$ cat src/rtl/avalon_st_mux2.sv
// Packet-aware 2:1 Avalon-ST merge: round-robin arbitration, grant held across a packet, registered output stage.
// Optional: define AVALON_ST_MUX2_CHANNEL_EN to add aso_out0_channel (source index of the output beat).
module avalon_st_mux2 #(
    parameter int INPUT_WIDTH  = 32,
    parameter bit LOCK_PACKETS = 1'b1
) (
    input  logic                   clock_clk,
    input  logic                   reset_reset_n,

    input  logic [INPUT_WIDTH-1:0] asi_in0_data,
    input  logic                   asi_in0_valid,
    output logic                   asi_in0_ready,
    input  logic                   asi_in0_startofpacket,
    input  logic                   asi_in0_endofpacket,

    input  logic [INPUT_WIDTH-1:0] asi_in1_data,
    input  logic                   asi_in1_valid,
    output logic                   asi_in1_ready,
    input  logic                   asi_in1_startofpacket,
    input  logic                   asi_in1_endofpacket,

    output logic [INPUT_WIDTH-1:0] aso_out0_data,
    output logic                   aso_out0_valid,
    output logic                   aso_out0_startofpacket,
    output logic                   aso_out0_endofpacket,
`ifdef AVALON_ST_MUX2_CHANNEL_EN
    output logic                   aso_out0_channel,
`endif
    input  logic                   aso_out0_ready
);

    typedef enum logic [1:0] {
        ST_IDLE  = 2'd0,
        ST_LOCK0 = 2'd1,
        ST_LOCK1 = 2'd2
    } state_e;

    state_e                   state_q;
    state_e                   state_d;
    logic                     last_grant_q;
    logic                     last_grant_d;

    logic                     grant_s;
    logic                     can_accept_s;
    logic                     sel_valid_s;
    logic                     sel_sop_s;
    logic                     sel_eop_s;
    logic [INPUT_WIDTH-1:0]   sel_data_s;
    logic                     accept_s;

    logic [INPUT_WIDTH-1:0]   data_q;
    logic [INPUT_WIDTH-1:0]   data_d;
    logic                     valid_q;
    logic                     valid_d;
    logic                     sop_q;
    logic                     sop_d;
    logic                     eop_q;
    logic                     eop_d;
`ifdef AVALON_ST_MUX2_CHANNEL_EN
    logic                     chan_q;
    logic                     chan_d;
`endif

    // The output stage can take a new beat when empty or when its current beat leaves this cycle.
    assign can_accept_s = ~valid_q | aso_out0_ready;

    // Arbitration state and round-robin pointer register.
    always_ff @(posedge clock_clk) begin
        if (!reset_reset_n) begin
            state_q      <= ST_IDLE;
            last_grant_q <= 1'b1;
        end else begin
            state_q      <= state_d;
            last_grant_q <= last_grant_d;
        end
    end

    // Grant decision; with no valid input the grant still points at the next round-robin turn.
    always_comb begin
        grant_s = ~last_grant_q;
        case (state_q)
            ST_IDLE: begin
                if (asi_in0_valid && !asi_in1_valid) begin
                    grant_s = 1'b0;
                end else if (asi_in1_valid && !asi_in0_valid) begin
                    grant_s = 1'b1;
                end else begin
                    grant_s = ~last_grant_q;
                end
            end
            ST_LOCK0: grant_s = 1'b0;
            ST_LOCK1: grant_s = 1'b1;
            default:  grant_s = ~last_grant_q;
        endcase
    end

    assign asi_in0_ready = can_accept_s & ~grant_s;
    assign asi_in1_ready = can_accept_s &  grant_s;

    // Beat selection from the granted input.
    always_comb begin
        if (grant_s) begin
            sel_valid_s = asi_in1_valid;
            sel_data_s  = asi_in1_data;
            sel_sop_s   = asi_in1_startofpacket;
            sel_eop_s   = asi_in1_endofpacket;
        end else begin
            sel_valid_s = asi_in0_valid;
            sel_data_s  = asi_in0_data;
            sel_sop_s   = asi_in0_startofpacket;
            sel_eop_s   = asi_in0_endofpacket;
        end
    end

    assign accept_s = sel_valid_s & can_accept_s;

    // Next state: lock on a non-eop beat accepted in IDLE, release only on an accepted eop.
    // A sop arriving mid-packet is deliberately ignored so the lock survives malformed streams.
    always_comb begin
        state_d      = state_q;
        last_grant_d = last_grant_q;
        case (state_q)
            ST_IDLE: begin
                if (accept_s && LOCK_PACKETS && !sel_eop_s) begin
                    state_d = grant_s ? ST_LOCK1 : ST_LOCK0;
                end else begin
                    state_d = ST_IDLE;
                end
            end
            ST_LOCK0, ST_LOCK1: begin
                if (accept_s && sel_eop_s) begin
                    state_d = ST_IDLE;
                end else begin
                    state_d = state_q;
                end
            end
            default: state_d = ST_IDLE;
        endcase
        if (accept_s && (sel_eop_s || !LOCK_PACKETS)) begin
            last_grant_d = grant_s;
        end else begin
            last_grant_d = last_grant_q;
        end
    end

    // Output stage next value: load on acceptance, drain when downstream takes the beat, else hold.
    always_comb begin
        data_d  = data_q;
        valid_d = valid_q;
        sop_d   = sop_q;
        eop_d   = eop_q;
`ifdef AVALON_ST_MUX2_CHANNEL_EN
        chan_d  = chan_q;
`endif
        if (accept_s) begin
            data_d  = sel_data_s;
            valid_d = 1'b1;
            sop_d   = sel_sop_s;
            eop_d   = sel_eop_s;
`ifdef AVALON_ST_MUX2_CHANNEL_EN
            chan_d  = grant_s;
`endif
        end else if (aso_out0_ready) begin
            valid_d = 1'b0;
        end else begin
            valid_d = valid_q;
        end
    end

    // Output stage register; a reset discards any beat in flight.
    always_ff @(posedge clock_clk) begin
        if (!reset_reset_n) begin
            data_q  <= {INPUT_WIDTH{1'b0}};
            valid_q <= 1'b0;
            sop_q   <= 1'b0;
            eop_q   <= 1'b0;
`ifdef AVALON_ST_MUX2_CHANNEL_EN
            chan_q  <= 1'b0;
`endif
        end else begin
            data_q  <= data_d;
            valid_q <= valid_d;
            sop_q   <= sop_d;
            eop_q   <= eop_d;
`ifdef AVALON_ST_MUX2_CHANNEL_EN
            chan_q  <= chan_d;
`endif
        end
    end

    assign aso_out0_data          = data_q;
    assign aso_out0_valid         = valid_q;
    assign aso_out0_startofpacket = sop_q;
    assign aso_out0_endofpacket   = eop_q;
`ifdef AVALON_ST_MUX2_CHANNEL_EN
    assign aso_out0_channel       = chan_q;
`endif

endmodule

$ cat config.mk
export PLATFORM = sky130hd
export DESIGN_NAME = avalon_st_mux2
export DESIGN_NICKNAME = d
export VERILOG_FILES = /design/src/rtl/avalon_st_mux2.sv
export SDC_FILE = /design/constraint.sdc
export NUM_CORES = 1
export LEC_CHECK = 0
export BUFFER_PORTS_ARGS = -buffer_cell sky130_fd_sc_hd__buf_4
export CAP_MARGIN = 10
export CORE_MARGIN = 1.5
export CORE_UTILIZATION = 46
export CTS_CLUSTER_DIAMETER = 120
export DETAILED_ROUTE_END_ITERATION = 7
export PLACE_DENSITY = 0.78
export SYNTH_ARGS = -nofsm -noshare
export SYNTH_HDL_FRONTEND = slang
export SYNTH_SLANG_ARGS = --single-unit
$ cat constraint.sdc
create_clock -name clock_clk -period 1.9 [get_ports clock_clk]
set_input_delay 0 -clock clock_clk [delete_from_list [all_inputs] [get_ports clock_clk]]
set_output_delay 0 -clock clock_clk [all_outputs]
set_load 0.005 [all_outputs]
== Yosys cells after proc, flatten, opt, wreduce, memory -nomap -nowiden ==
Index checks and enable logic that the tools add are counted.

* Input port bits: 73
* Word-level logic and storage cells: 39
* Bits in registers: 38

* Equality and inequality tests: 3
* Bitwise gates (word level): 7
* Multiplexer cells: 13
* Reduce and logical (&&, ||, !) cells: 10

{| class="wikitable"
|+ Operators with widths
! cell !! number
|-
| two-way mux 32 bit || 1
|-
| two-way mux 1 bit || 7
|-
| two-way mux 2 bit || 3
|-
| logical AND 1 bit || 4
|-
| one-hot mux 2 bit (2 select lines) || 1
|-
| AND 1 bit || 3
|-
| logical NOT 1 bit || 3
|-
| NOT 1 bit || 3
|-
| one-hot mux 1 bit (3 select lines) || 1
|-
| equality test 2 x 1 -> 1 bit, second input constant || 1
|-
| equality test 2 bit, second input constant || 1
|-
| logical NOT 2 bit || 1
|-
| inequality test 2 bit, second input constant || 1
|-
| nonzero test 2 bit || 1
|-
| OR reduction 2 bit || 1
|-
| bitwise OR 1 bit || 1
|}

== Depth between registers and ports, before layout ==
* Word-level depth: 10
* Gate-level depth with buffers: 8

== Worst setup path before layout ==
No wires, ideal clock.

* Kind: register -> register
* Start: register state_q[0]
* End: register data_q[0] (netlist: aso_out0_data[0])
* Setup time: 0.124 ns
* Arrival time: 1.604 ns
* Cell stages (with the launch flop): 9
* Path slack: 0.172 ns
* Buffers on the path: 2
* Cell sequence: dfxtp_1 > inv_1 > ha_1 > and2b_1 > a32o_1 > buf_2 > buf_1 > nor3_1 > a211oi_2

* Longest elaborated chain between the ends: 4
* Elaborated cells on any way between the ends: 7
* Classes of those cells: eq/ne: 2; mux: 3; bitwise: 1; reduce/logical: 1

{| class="wikitable"
|+ Ends and longest elaborated chain
! what !! line !! RTL
|-
| from (decl) || 38 || <nowiki>state_e state_q;</nowiki>
|-
| from (signal assigned) || 73 || <nowiki>state_q <= state_d;</nowiki>
|-
| equality test 2 bit (tied with other cells) || 81 || <nowiki>case (state_q)</nowiki>
|-
| one-hot mux 1 bit (3 select lines) * || 81 ||
|-
| two-way mux 1 bit || 102 || <nowiki>if (grant_s) begin</nowiki>
|-
| AND 1 bit || 115 || <nowiki>assign accept_s = sel_valid_s & can_accept_s;</nowiki>
|-
| to (signal assigned) || 173 || <nowiki>data_q <= {INPUT_WIDTH{1'b0}};</nowiki>
|-
| to (signal assigned) || 181 || <nowiki>data_q <= data_d;</nowiki>
|-
| to (decl) || 51 || <nowiki>logic [INPUT_WIDTH-1:0] data_q;</nowiki>
|}

Every way passes the cells marked *; elsewhere a longest branch is shown, timed or not.
A chain may end at the register's enable or synchronous reset.

== Worst setup path in the final report ==
* Start: register state_q[1]
* End: register data_q[6] (netlist: aso_out0_data[6])

The elaborated chain is that of the path after synthesis.

==> out/results.md <==
### Hold path
- aso_out0_data[26] — Endpoint, Worst Hold
- in2reg — Hold Crit Class
- 3 — number of stages on the worst hold path
- asi_in0_data[26] — launch point of the worst hold path

### Timing
- 1.79 ns — time the worst path needs with I/O delays and setup
- 0.0132 ns — final setup skew
- 0 ns — summed negative setup slack over all endpoints
- 94.3% — fin crit share
- 64.1% — relative max-transition margin
- 0 — Final Hold Violating Endpoints
- 0.558 GHz — achievable frequency
- 0 — Final Setup Violations
- 0 — Slew Limit Fails
- 0.538 ns — slew at the pin closest to its max-slew limit
- 0.00178 ns — Hold WS

### Critical path
- 0.11 ns — register-to-register setup slack
- 2.08 ns — data required time at the worst endpoint
- 1.97 ns — data arrival time of the critical path
- ha_1, nor2_1, a32o_2, buf_4, nor3_1, a211oi_1 — CP cell instances
- aso_out0_data[6] — capture instance of the worst register-to-register path
- 13 — largest fanout on the critical path
- flop — kind of end point of the critical path
- sky130_fd_sc_hd__a32o_2 — cell with the biggest individual delay on the critical path
- 6 — R2R cell count
- 0.35 ns — Crit path largest cell delay
- reg2reg — critical path type
- flop — sort of element at the start of the critical path
- state_q[1] — FF-to-FF Start

### Synth
- 245 — cell count after synthesis
- 38 — synthesis-stage register bit count
- 0 — Post-synth EDFFs
- 0 — Syn. warnings
- 8.85 sq um — Avg Inst Size Synth
- 0% — share of synthesized registers carrying an async set or reset
- 35.1% — sequential cell area fraction in the yosys report
- 2170 sq um — area of the mapped netlist
- sky130_fd_sc_hd__dfxtp_1 — flip-flop cell with the highest count after synthesis
- 34 — Cell variety after synth
- 321 — Net Count, Synth

### Place
- 398 — total placed cells including tap cells
- 109 — total of buffers placed on input and output ports
- 0.844 — Final GP Congestion
- 4600 um — post-DP HPWL

### Die
- 4440 sq um — floorplan core area
- 110 — number of top-level pins
- 71.6 um — floorplan die width
- 24 — standard-cell rows
- 5130 sq um — overall die area
- 71.6 um — vertical extent of the die
- 48.8% — initial core utilization

### Clock network
- 2 — maximum count of clock buffers along a single path
- 0.29 ns — clock latency on the worst-skew pair
- 0.08 ns — Clock transition at path regs
- 38 — Sink Count
- sky130_fd_sc_hd__clkbuf_8 — CTS Root Cell
- built — TritonCTS clock tree
- 5 — total clock buffers created by CTS
- 2 — count of H-tree levels built during CTS

### Global routing
- 0 — overall overflow remaining after global route
- 0 — antenna violations before repair
- 36 — maximum number of pins on one net before global-route repair
- 11400 um — first-pass GRT wire length
- 27.5% — global-route usage over all layers
- 2445 — via count of the first global-routing pass

### Final layout
- 81.7% — Final Util
- 291 — count of filler cells inserted in the layout
- 475 — number of nets in the final layout
- 67.6% — synth-to-layout area growth
- 39.3% — share of layout cells above drive strength 1
- 0 — Antenna Diode Count
- 452 — Final Non-Filler Cells

### Power and ir drop
- 2.56 mW — post-route total power
- 705 nW/um^2 — power density over the cells
- 0.000515 V — largest vdd supply drop
- 1.65 nW — leakage power of the design

### Run
- 0 — total of max-cap violations

### Drt
- 120 — number of DRC violations after detailed-routing iteration 0
- 7080 um — post-detailed-routing wire length
- 2524 — vias post-DR
- 5.58 — vias per cell
- 9 — DRC violation count after routing
- 15.7 um — routed length per instance
- 0 — post-detailed-route count of antenna-violating nets
- 6 — number of iterations in the first detailed-routing pass

### Outcome
- finished, violations left — run status
- DRC — violated checks

==> cell usage after synthesis (all sizes together), types with 2 or more instances <==
cell / instances / area [sq um]
a211oi: 38 / 383
a21oi: 4 / 23.8
a32oi: 35 / 314
and2b: 3 / 22.5
buf: 18 / 116
clkbuf: 6 / 26.3
dfxtp: 38 / 761
ha: 3 / 37.5
inv: 37 / 139
nand2: 7 / 28.8
nand2b: 5 / 31.3
nor2: 4 / 15.0
nor3: 34 / 170
nor4: 2 / 12.5
==> final cells by class <==
| type | instances | area, sq um | area share [%] |
|---|---|---|---|
| Clock buffer | 7 | 76.3 | 2.10 |
| Sequential cell | 38 | 761 | 21.0 |
| Timing Repair Buffer | 171 | 1410 | 38.9 |
| Inverter | 37 | 139 | 3.82 |
| Tap cell | 52 | 65.1 | 1.79 |
| Multi-Input combinational cell | 146 | 1150 | 31.6 |
| Clock inverter | 1 | 30.0 | 0.827 |
==> metrics by stage <==
stage | instance area, sq um | worst slack, ns
2_1_floorplan | 2170 | 0.172
3_3_place_gp | 3050 | 0.0670
3_5_place_dp | 3050 | -0.0164
4_1_cts | 3610 | 0.0186
5_1_grt | 3630 | -0.00539
6_report | 3630 | 0.109
==> layout by cell type, fill, tap and decap left out, types with 2 or more instances in the layout <==
cell type and count:
sky130_fd_sc_hd__nand2_1 6, sky130_fd_sc_hd__ha_1 2, sky130_fd_sc_hd__nor4_1 2, sky130_fd_sc_hd__nand2b_1 5
sky130_fd_sc_hd__buf_4 124, sky130_fd_sc_hd__dfxtp_1 38, sky130_fd_sc_hd__clkbuf_8 5, sky130_fd_sc_hd__dlygate4sd3_1 45
sky130_fd_sc_hd__a21oi_1 3, sky130_fd_sc_hd__nor2_1 4, sky130_fd_sc_hd__a211oi_1 20, sky130_fd_sc_hd__a32oi_1 34
sky130_fd_sc_hd__and2b_1 3, sky130_fd_sc_hd__inv_1 37, sky130_fd_sc_hd__a211oi_2 17, sky130_fd_sc_hd__clkbuf_1 2
sky130_fd_sc_hd__nor3_1 33
==> power by group <==
part / internal (mW) / switching, mW / total [mW] / leakage (nW)
Combinational: 0.509 / 0.382 / 0.892 / 1.28
Sequential: 0.925 / 0.0746 / 1.00 / 0.318
Clock: 0.393 / 0.274 / 0.667 / 0.0524
Total: 1.83 / 0.731 / 2.56 / 1.65
==> timing repair <==
item / CTS / global route
endpoints found under the setup margin: 5 / 26
setup buffers: 0 / 1
hold endpoints to repair: 34 / 0
gates resized for setup: 1 / 4
pin swaps: 0 / 1
hold buffers: 45 / 0
==> layer usage <==
layer / part of all wire [%] / vias up / GRT usage [%]
met5: 0 / - / 0
met4: 0.75 / 0 / 7.55
met3: 6.8 / 8 / 7.03
met2: 51 / 103 / 49.3
met1: 41 / 1186 / 32.6
li1: - / 1227 / -
==> registers in the layout (all words and copies together) (netlist names) <==
name	cells
aso_out0_data	32
aso_out0_endofpacket	1
aso_out0_startofpacket	1
aso_out0_valid	1
last_grant_q	1
state_q	2
==> cell families (layout without fill, tap and decap cells) <==
logic type | Yosys count | after routing | share of synthesized area, %
mux | 1 | 1 | 0.462
simple gates | 60 | 60 | 14.3
fa+ha+maj | 3 | 3 | 1.73
compound gates | 82 | 82 | 35.4
flops | 38 | 38 | 35.1
buf+inv | 61 | 216 | 13.0
==> worst max path at each step <==
stage / end / startpoint / slack [ns]
detailed placement: aso_out0_data[6] / state_q[0] / -0.02
CTS: asi_in0_ready / state_q[0] / 0.02
global route: aso_out0_data[10] / state_q[0] / -0.005
global placement: last_grant_q / state_q[0] / 0.07
finish: aso_out0_data[6] / state_q[1] / 0.11
floorplan: aso_out0_data[0] / state_q[0] / 0.17
==> critical path, delay by kind of cell (launching register included) <==
family                   cells  cell delay (ns)
AND/OR/NAND/NOR              2             0.32
buffers and inverters        1             0.24
AO/OA/AOI/OAI                2             0.55
adder cells (fa/ha/maj)      1             0.22
flip-flops                   1             0.34
(Power assumes the default switching activity.)
